===== config.mk =====
export PLATFORM = sky130hd
export DESIGN_NAME = set_bit_serializer
export DESIGN_NICKNAME = d
export VERILOG_FILES = /design/src/rtl/set_bit_serializer.sv
export SDC_FILE = /design/constraint.sdc
export NUM_CORES = 1
export LEC_CHECK = 0
export CAP_MARGIN = 20
export CORE_AREA = 2 2 39 41
export DETAILED_ROUTE_END_ITERATION = 12
export DIE_AREA = 0 0 41 43
export MAX_ROUTING_LAYER = met4
export PLACE_DENSITY_LB_ADDON = 0.25
export SLEW_MARGIN = 10
export SYNTH_ARGS = -nofsm -noshare
export SYNTH_HDL_FRONTEND = slang
export SYNTH_SLANG_ARGS = --single-unit

===== constraint.sdc =====
create_clock -name clk -period 1 [get_ports clk]
set_input_delay 0.15 -clock clk [delete_from_list [all_inputs] [get_ports clk]]
set_output_delay 0.15 -clock clk [all_outputs]
set_load 0.05 [all_outputs]

===== src/rtl/set_bit_serializer.sv =====
// set_bit_serializer
// Accepts a request word and drains every set-bit position, one per cycle,
// lowest index first, over valid/ready handshakes on both sides.
// A one-cycle bubble separates consecutive words. An all-zero word produces
// no output and pulses empty_word on the following cycle.
// Optional feature macro: SET_BIT_SER_COUNT_EN adds out_remaining, the
// popcount of the bits still pending while BUSY.
module set_bit_serializer #(
  parameter int WIDTH = 4,
  parameter int IDX_W = 2
) (
  input  logic             clk,
  input  logic             rst,
  input  logic [WIDTH-1:0] in_word,
  input  logic             in_valid,
  output logic             in_ready,
  output logic [IDX_W-1:0] out_index,
  output logic             out_valid,
  input  logic             out_ready,
  output logic             out_last,
`ifdef SET_BIT_SER_COUNT_EN
  output logic [IDX_W:0]   out_remaining,
`endif
  output logic             empty_word
);

  typedef enum logic [0:0] {
    ST_IDLE = 1'b0,
    ST_BUSY = 1'b1
  } state_t;

  state_t           state_r;
  state_t           state_s;
  logic [WIDTH-1:0] pending_r;
  logic [WIDTH-1:0] pending_s;
  logic             empty_word_r;
  logic             empty_word_s;
  logic             busy_s;
  logic             last_s;
  logic [IDX_W-1:0] index_s;

  // Position of the lowest set bit; 0 when the word is empty.
  function automatic logic [IDX_W-1:0] lowest_index(input logic [WIDTH-1:0] w);
    logic [IDX_W-1:0] idx;
    idx = {IDX_W{1'b0}};
    for (int i = WIDTH - 1; i >= 0; i--) begin
      if (w[i]) begin
        idx = IDX_W'(i);
      end else begin
        idx = idx;
      end
    end
    return idx;
  endfunction

  // True when exactly one bit of the word is set.
  function automatic logic is_onehot(input logic [WIDTH-1:0] w);
    return (w != {WIDTH{1'b0}}) &&
           ((w & (w - {{(WIDTH-1){1'b0}}, 1'b1})) == {WIDTH{1'b0}});
  endfunction

  // Word with its lowest set bit cleared.
  function automatic logic [WIDTH-1:0] clear_lowest(input logic [WIDTH-1:0] w);
    return w & (w - {{(WIDTH-1){1'b0}}, 1'b1});
  endfunction

`ifdef SET_BIT_SER_COUNT_EN
  // Number of set bits in the word.
  function automatic logic [IDX_W:0] popcount(input logic [WIDTH-1:0] w);
    logic [IDX_W:0] cnt;
    cnt = {(IDX_W+1){1'b0}};
    for (int i = 0; i < WIDTH; i++) begin
      cnt = cnt + {{IDX_W{1'b0}}, w[i]};
    end
    return cnt;
  endfunction
`endif

  // Decode of the pending register shared by outputs and next-state logic.
  always_comb begin
    busy_s  = (state_r == ST_BUSY);
    index_s = lowest_index(pending_r);
    last_s  = busy_s && is_onehot(pending_r);
  end

  // Next-state logic: load a word in IDLE, retire one bit per transfer in BUSY.
  always_comb begin
    state_s      = state_r;
    pending_s    = pending_r;
    empty_word_s = 1'b0;
    case (state_r)
      ST_IDLE: begin
        if (in_valid) begin
          pending_s = in_word;
          if (in_word != {WIDTH{1'b0}}) begin
            state_s = ST_BUSY;
          end else begin
            empty_word_s = 1'b1;
          end
        end else begin
          pending_s = pending_r;
        end
      end
      ST_BUSY: begin
        if (out_ready) begin
          pending_s = clear_lowest(pending_r);
          if (last_s) begin
            state_s = ST_IDLE;
          end else begin
            state_s = ST_BUSY;
          end
        end else begin
          pending_s = pending_r;
        end
      end
      default: begin
        state_s   = ST_IDLE;
        pending_s = {WIDTH{1'b0}};
      end
    endcase
  end

  // State, pending bits and the empty-word pulse; reset discards any partial word.
  always_ff @(posedge clk) begin
    if (rst) begin
      state_r      <= ST_IDLE;
      pending_r    <= {WIDTH{1'b0}};
      empty_word_r <= 1'b0;
    end else begin
      state_r      <= state_s;
      pending_r    <= pending_s;
      empty_word_r <= empty_word_s;
    end
  end

  // Output decode straight from the registers; in_ready is held low during reset.
  always_comb begin
    in_ready   = (state_r == ST_IDLE) && !rst;
    out_valid  = busy_s;
    out_index  = busy_s ? index_s : {IDX_W{1'b0}};
    out_last   = last_s;
    empty_word = empty_word_r;
`ifdef SET_BIT_SER_COUNT_EN
    out_remaining = busy_s ? popcount(pending_r) : {(IDX_W+1){1'b0}};
`endif
  end

endmodule


# Yosys cells after proc, flatten, opt, wreduce, memory -nomap -nowiden
# Cells that the tools add are included.
totals:
  output_inout_bits: 6
  reg_bits: 6
  input_bits: 8
  wordCells: 32
classes:
  n_bitwise: 3
  mux: 14
  eq_ne: 2
  reduce_logical: 9
  addsub: 1
op_table:
  columns: ["operator", "count"]
  rows:
  - ["2-bit two-way mux", 5]
  - ["4-bit two-way mux", 2]
  - ["4-bit case mux with 2 select lines", 1]
  - ["4-bit nonzero test", 2]
  - ["1-bit two-way mux", 5]
  - ["4-bit bitwise AND", 1]
  - ["4-bit logical NOT", 1]
  - ["2-bit != test, second input constant", 2]
  - ["4-bit by 1-bit subtractor with 4-bit output, second input constant", 1]
  - ["1-bit logical AND", 3]
  - ["3-bit OR reduction", 1]
  - ["1-bit inverter", 2]
  - ["1-bit case mux with 2 select lines", 1]
  - ["2-bit AND reduction", 1]
  - ["1-bit logical NOT", 1]

# Depth between registers and ports, before layout
depth:
  ltp_word: 8
  mapped_depth: 5
  depth_no_buf: 4

# Least setup slack after synthesis
# Ideal clock, no wire load.
synth_path:
  path_type: "flip-flop to output port"
  startpoint: "register state_r (netlist: out_valid)"
  endpoint: "output port out_index[0]"
  arrival_time_ns: 2.081
  path_slack_ns: -1.231
  path_buffers: 1
  stages_incl_launch_ff: 3
  required_time_ns: 0.850
  cell_sequence: "dfxtp_1 -> buf_2 -> nor3b_1"
synth_between:
  elab_chain_len: 1
synth_rtl:
  columns: ["element", "line_no", "source"]
  rows:
  - ["start: declaration", "32", "state_t state_r;"]
  - ["start signal: assignment", "130", "state_r <= state_s;"]
  - ["2-bit two-way mux", "140", "out_index = busy_s ? index_s : {IDX_W{1'b0}};"]
  - ["end: declaration", "17", "output logic [IDX_W-1:0] out_index,"]
# No other way between the ends.

# Worst setup path after layout
layout_path:
  startpoint: "register pending_r[2]"
  endpoint: "output port out_last"
layout_between:
  elab_chain_len: 5
  elab_cells_between_ends: 6
  classes_between: "add/sub (1); bitwise (1); reduce/logical (4)"
layout_rtl:
  columns: ["element", "line_no", "source"]
  rows:
  - ["start: declaration", "34", "logic [WIDTH-1:0] pending_r;"]
  - ["start signal: assignment", "127", "pending_r <= {WIDTH{1'b0}};"]
  - ["start signal: assignment", "131", "pending_r <= pending_s;"]
  - ["4-bit by 1-bit subtractor with 4-bit output", "59", "((w & (w - {{(WIDTH-1){1'b0}}, 1'b1})) == {WIDTH{1'b0}});"]
  - ["4-bit bitwise AND", "59", null]
  - ["4-bit logical NOT", "59", null]
  - ["1-bit logical AND (*)", "58", "return (w != {WIDTH{1'b0}}) &&"]
  - ["1-bit logical AND (*)", "83", "last_s = busy_s && is_onehot(pending_r);"]
  - ["end: declaration", "20", "output logic out_last,"]
# Mark *: on every way between the ends. The rest lies on a longest branch, timed or not.

==> impl_metrics.yaml <==
cells_and_area:
  n_fill_cell: 115
  layout.nets: 85
  mostFrequentLayoutCell: "buf_4"
  area_delta_synth_final_pct: 160
  register_area_um2: 136
  antenna_cells: 0
  multi_input_area_um2: 319
  mostFrequentLayoutCells: "buf_4, buf_6, buf_12"
  drive_gt1_share_pct: 76.3
die:
  initial_utilization_pct: 24.3
  die_h_um: 43
  rows: 14
  die_area_um2: 1760
  io_pins: 14
  core_um2: 1380
  die_w_um: 41
sta:
  fmax_mhz: 657
  fin_ws_ps: -522
  min_period_over_period_pct: 152
  slew_viol_final: 0
  finalClockSkew_ps: 9.59
  tightest_slew_ps: 267
  finalHoldViolations: 0
  grt_setup_unrepaired: "yes"
  period_needed_ps: 1520
  slew_headroom_pct: 82.2
  setup_viol_count_final: 8
critical_path:
  critical_path.max_fanout: 3
  startpoint: "pending_r[2]"
  crit_type: "flop to primary output"
  slowest_stage: "o31a_2"
  ff2ff_path_depth: 6
  crit_path_max_incr_delay_ps: 370
  reg2reg_from: "pending_r[2]"
  crit_path_start_kind: "flop"
  end_kind: "primary output"
  crit_chain: "xnor2_2 -> nor3_2 -> o31a_2 -> buf_8"
  critical-path-top-delay-family: "compound AO/OA/AOI/OAI gates"
  arrival_ps: 1370
  worstPathRequired_ps: 850
  crit_buf_inv: 1
  reg2reg_setup_slack_ps: -440
  reg2reg_to: "out_valid"
grt:
  grtUsageMet1_pct: 18.2
  track_usage_pct: 15.9
  antenna_found_initial: 0
  grt_pass1_vias: 416
  globalRouteMet3Util_pct: 3.14
  overflow: 0
  grt.met2_usage_pct: 23.1
  grt_busiest_layer: "met2"
  grt_pass1_wl_um: 1770
  grt_max_degree: 8
logic_synthesis:
  synthesis.nets: 50
  synth_seq_cells: 6
  yosys_warnings: 0
  ys_types: 23
  ys_seq_area_share_pct: 35.7
  avgSynthCellArea_um2: 8.01
  synth_area_um2: 337
  synthCells: 42
min_path:
  min_path_type: "primary input to flop"
  worstHoldStart: "rst"
  min_to: "pending_r[2]"
  hold_depth: 2
detailed_routing:
  routed_via_density: 4.96
  wirelength_um: 1330
  routedWlPerCell_um: 14.4
  num_vias: 456
  detail_route.iter0.violations: 12
  dr.pass1.iters: 4
  ant_nets: 0
  drc: 0
cts:
  insertion_delay_ps: 270
  cts_tree: "done"
  clkTransAtPathRegs_ps: 50
  clock_sinks: 6
  cts_root_buf: "clkbuf_4"
  ctsLongestPathBuffers: 2
  numCtsBuffers: 3
  h-tree-depth: 1
placed_design:
  io_buffer_count: 13
  pre_cts_ws_ps: -491
  place_hpwl_um: 700
  gp_congestion: 0.780
power:
  power.density_nw_per_um2: 1090
  power.leakage_nw: 0.361
  irDropWorstVdd_uv: 622
  power_w: 0.000953
status:
  status: "finished with violations"
  violations: "setup timing"
job:
  cap_violations: 0
## power breakdown
group          leakage, nW  switching (W)  internal (W)
Clock               0.0150       0.000116      0.000153
Combinational        0.293       0.000179      0.000221
Sequential          0.0523      0.0000314      0.000253
Total                0.361       0.000327      0.000626
## how the worst max path moves through the flow
stage / slack, ps / cells after the start / end
after CTS: -470 / 4 / out_last
after global placement: -460 / 4 / out_valid
after detailed placement: -490 / 4 / out_valid
after global routing: -570 / 4 / out_last
final: -520 / 4 / out_last
after floorplan: -300 / 5 / out_valid
## registers in the layout, indices dropped and copies added, names as in the netlist
signal and count:
pending_r 4, out_valid 1, empty_word 1
## final cells by class
type / count / area share [%]
Tap cell: 16 / 2.29
Timing Repair Buffer: 32 / 41.5
Multi-Input combinational cell: 32 / 36.5
Clock buffer: 4 / 3.00
Inverter: 2 / 1.14
Sequential cell: 6 / 15.6
## through the flow
| stage | cells | cell area (um^2) | utilization [%] | hold WS [ps] | TNS (ps) |
|---|---|---|---|---|---|
| after CTS | 89 | 761 | 55.0 | 291 | -1830 |
| final | 92 | 875 | 63.2 | 208 | -2180 |
| after floorplan | 42 | 377 | - | 205 | -810 |
| after detailed placement | 83 | 657 | 47.5 | 565 | -2520 |
| after global routing | 92 | 875 | 63.2 | 234 | -2540 |
| after global placement | 83 | 657 | 47.5 | 567 | -2530 |
## Yosys cell counts
cell type	count	area share, %
o211a_1	1	3.0
buf_2	1	1.5
mux2i_1	1	3.0
nor4_1	2	3.7
or4_1	1	2.2
nor4b_1	1	2.6
a211oi_2	1	3.7
a21boi_1	1	2.2
nand2b_1	1	1.9
inv_1	2	2.2
nand2_1	2	2.2
nor3_1	2	3.0
nand3_1	2	3.0
nor2b_1	1	1.9
xnor2_1	1	2.6
buf_6	1	3.3
o21ai_1	1	1.5
dfxtp_1	6	36
a21oi_1	4	5.9
nor2_1	7	7.8
nor3b_1	1	2.2
a22oi_1	1	2.2
o31a_1	1	2.6
## per-layer routing
layer  part of all wire, %  vias up
met5                     0        -
met4                   2.3        0
met3                   3.8        3
met2                    59       18
met1                    34      214
li1                      -      221
## timing repair
| action | 4_1_cts | 5_1_grt |
|---|---|---|
| pin swaps | 6 | 11 |
| resized for setup | 21 | 24 |
| hold buffers | 0 | 0 |
| endpoints found under the setup margin | 9 | 11 |
| buffers inserted | 2 | 3 |
## cells by family after synthesis
logic type	share of synthesized area (%)
AOI/OAI and AO/OA	21.2
buffers and inverters	7.06
xor gates and xnor gates	2.60
DFF	35.7
muxes	2.97
and+or+nand+nor	30.5
Note: power is estimated with default switching activity, not from simulation.
==> RTL change, RTL diff (same flow settings) <==
Add a define of `SET_BIT_SER_COUNT_EN`.
--- a/src/rtl/set_bit_serializer.sv
+++ b/src/rtl/set_bit_serializer.sv
@@ -5,6 +5,8 @@
 // no output and pulses empty_word on the following cycle.
 // Optional feature macro: SET_BIT_SER_COUNT_EN adds out_remaining, the
 // popcount of the bits still pending while BUSY.
+`define SET_BIT_SER_COUNT_EN
+
 module set_bit_serializer #(
   parameter int WIDTH = 4,
   parameter int IDX_W = 2
Behaviour (old outputs only; new: out_remaining): unchanged (Yosys induction, for registers that start in step).
==> RTL change against the original RTL <==
The flow still finishes with violations (setup timing); synthesized area increased by 22%; worst setup slack worse by 430 ps; count of clock-buffer cells in the layout unchanged; design area increased by 15%; sequential cell count did not move; non-clock buffer count up 4; power is 13% higher; sequential power is 2% lower; wire length fell by 4.1%.
==> RTL change: results (changes against the original RTL) <==
- Outcome: complete, but fails checks (unchanged).
- Failing checks: setup timing (unchanged).
- The routability-driven placement congestion ratio is 0.735 (was 0.780).
- The cell type of the slowest stage on the worst timing path was fa_1 (was o31a_2).
- The transition at the pin with the smallest max-transition slack is 288 ps (was 267 ps).
- The worst setup slack after layout came to -950 ps (was -522 ps).
- The detailed-routing iteration count for the pre-antenna-repair pass is 2 (was 4).
- The fraction of the yosys area taken by sequential cells came to 29.2% (was 35.7%).
- The largest net degree at the start of global routing is 11 (was 8).
- The delay of the slowest cell on the worst path is 510 ps (was 370 ps).
- The maximum clock skew at final layout came to 8.75 ps (was 9.59 ps).
- The ratio of cells with drive above 1 in the final layout was 68.6% (was 76.3%).
- The worst slack at placement is -704 ps (was -491 ps).
- The number of setup violations in the final report was 13 (was 8).
- The largest fanout of any net on the critical path is 2 (was 3).
- The post-placement cell area is 838 sq um (was 657 sq um).
- Synth cell count leaders: dfxtp_1 (6), ha_1 (4), inv_1 (4), nand2_1 (4) (was nor2_1 (7), dfxtp_1 (6), a21oi_1 (4)).
- The half-perimeter wire length after detailed placement is 869 um (was 700 um).
- The layout net count came to 100 (was 85).
- The number of global-route vias before repair is 528 (was 416).
- The number of I/O port buffers was 16 (was 13).
- Area contributors post-synth: dfxtp_1 (29%), ha_1 (12%), fa_1 (4.9%), and2_1 (4.6%), a21oi_1 (3.6%) (was dfxtp_1 (36%), nor2_1 (7.8%), a21oi_1 (5.9%), a211oi_2 (3.7%), nor4_1 (3.7%)).
- The switching portion of total power is 34.6% (was 34.3%).
- The final worst hold slack is 273 ps (was 208 ps).
- The critical path's top delay family is adder cells (was compound AO/OA/AOI/OAI gates).
- The number of different library cells in the post-synthesis netlist came to 26 (was 23).
- The fill cell instance count of the final layout is 90 (was 115).
- The static leakage is 0.422 nW (was 0.361 nW).
- The average vias per placed instance came to 4.92 (was 4.96).
- The number of diodes added for antenna fixing is 0 (unchanged).
- The number of antenna violations at the first check in global routing is 0 (unchanged).
- The summed negative setup slack over all endpoints is -5790 ps (was -2180 ps).
- The global-route wire length before repair was 2130 um (was 1770 um).
- The flip-flop count of the largest register after layout is 4 (unchanged).
- The data arrival time at the worst-slack endpoint is 1800 ps (was 1370 ps).
- The total global routing track utilization came to 18.9% (was 15.9%).
- The register with the most flip-flops is pending_r (unchanged).
- The number of nets in the synthesized netlist is 60 (was 50).
- The placed cell count is 92 (was 83).
- The violation count after the first detailed-route iteration is 3 (was 12).
- The classification of the worst-slack hold path is primary input to flip-flop (unchanged).
- The via count was 502 (was 456).
- The post-synthesis average cell area is 8.76 sq um (was 8.01 sq um).
- The maximum resistive drop on vdd is 804 uV (was 622 uV).
- The routed wire length per instance is 12.5 um (was 14.4 um).
RTL change: cell count changes after synthesis, moves of 2 or more:
cell	change
nor2_1	-5
ha_1	+4
and2_1	+3
inv_1	+2
nand2_1	+2
nor4_1	-2
RTL change: power groups by stage:
stage	clock network [W]	registers (W)	logic, W
6_report	0.000259	0.000278	0.000541
4_1_cts	0.000254	0.000280	0.000528
5_1_grt	0.000273	0.000280	0.000573
3_5_place_dp	0	0.000286	0.000440
3_3_place_gp	0	0.000285	0.000433
2_1_floorplan	0	0.000295	0.000205
RTL change: final timing paths:
check / startpoint / endpoint / slack, ps / cells after the start
worst max register to register: pending_r[0] / out_valid / -560 / 7
worst min-delay path: in_word[0] / pending_r[0] / 270 / 3
worst max-delay path: pending_r[1] / out_remaining[1] / -950 / 5
worst min register to register: pending_r[2] / pending_r[2] / 570 / 2
RTL change: cell type report:
cell class,instances,area [sq um],share of cell area [%]
timing repair buffer,36,404,40.3
multi-input combinational,36,403,40.2
sequential,6,131,13.1
clock buffer,4,26.3,2.62
tap,16,20.0,2.00
inverter,4,17.5,1.75
RTL change: logic make-up after synthesis:
| kind of cell | Yosys count | synth area share (%) |
|---|---|---|
| AOI/OAI and AO/OA | 12 | 21.6 |
| muxes | 1 | 2.43 |
| DFF | 6 | 29.2 |
| xor gates and xnor gates | 1 | 2.13 |
| buffers and inverters | 5 | 4.56 |
| and+or+nand+nor | 17 | 23.1 |
| adders and majority gates | 5 | 17.0 |
RTL change: metal layers:
metal  share of wire, %  GRT usage (%)
met5                  0              -
met1                 39           19.9
met2                 54           30.6
met4                3.3           12.0
met3                4.3           3.14
RTL change: repair_timing:
action                     4_1_cts  5_1_grt
pin swaps                        3        3
setup endpoints to repair       13       13
setup buffers                    6        1
gates resized for setup         22        7
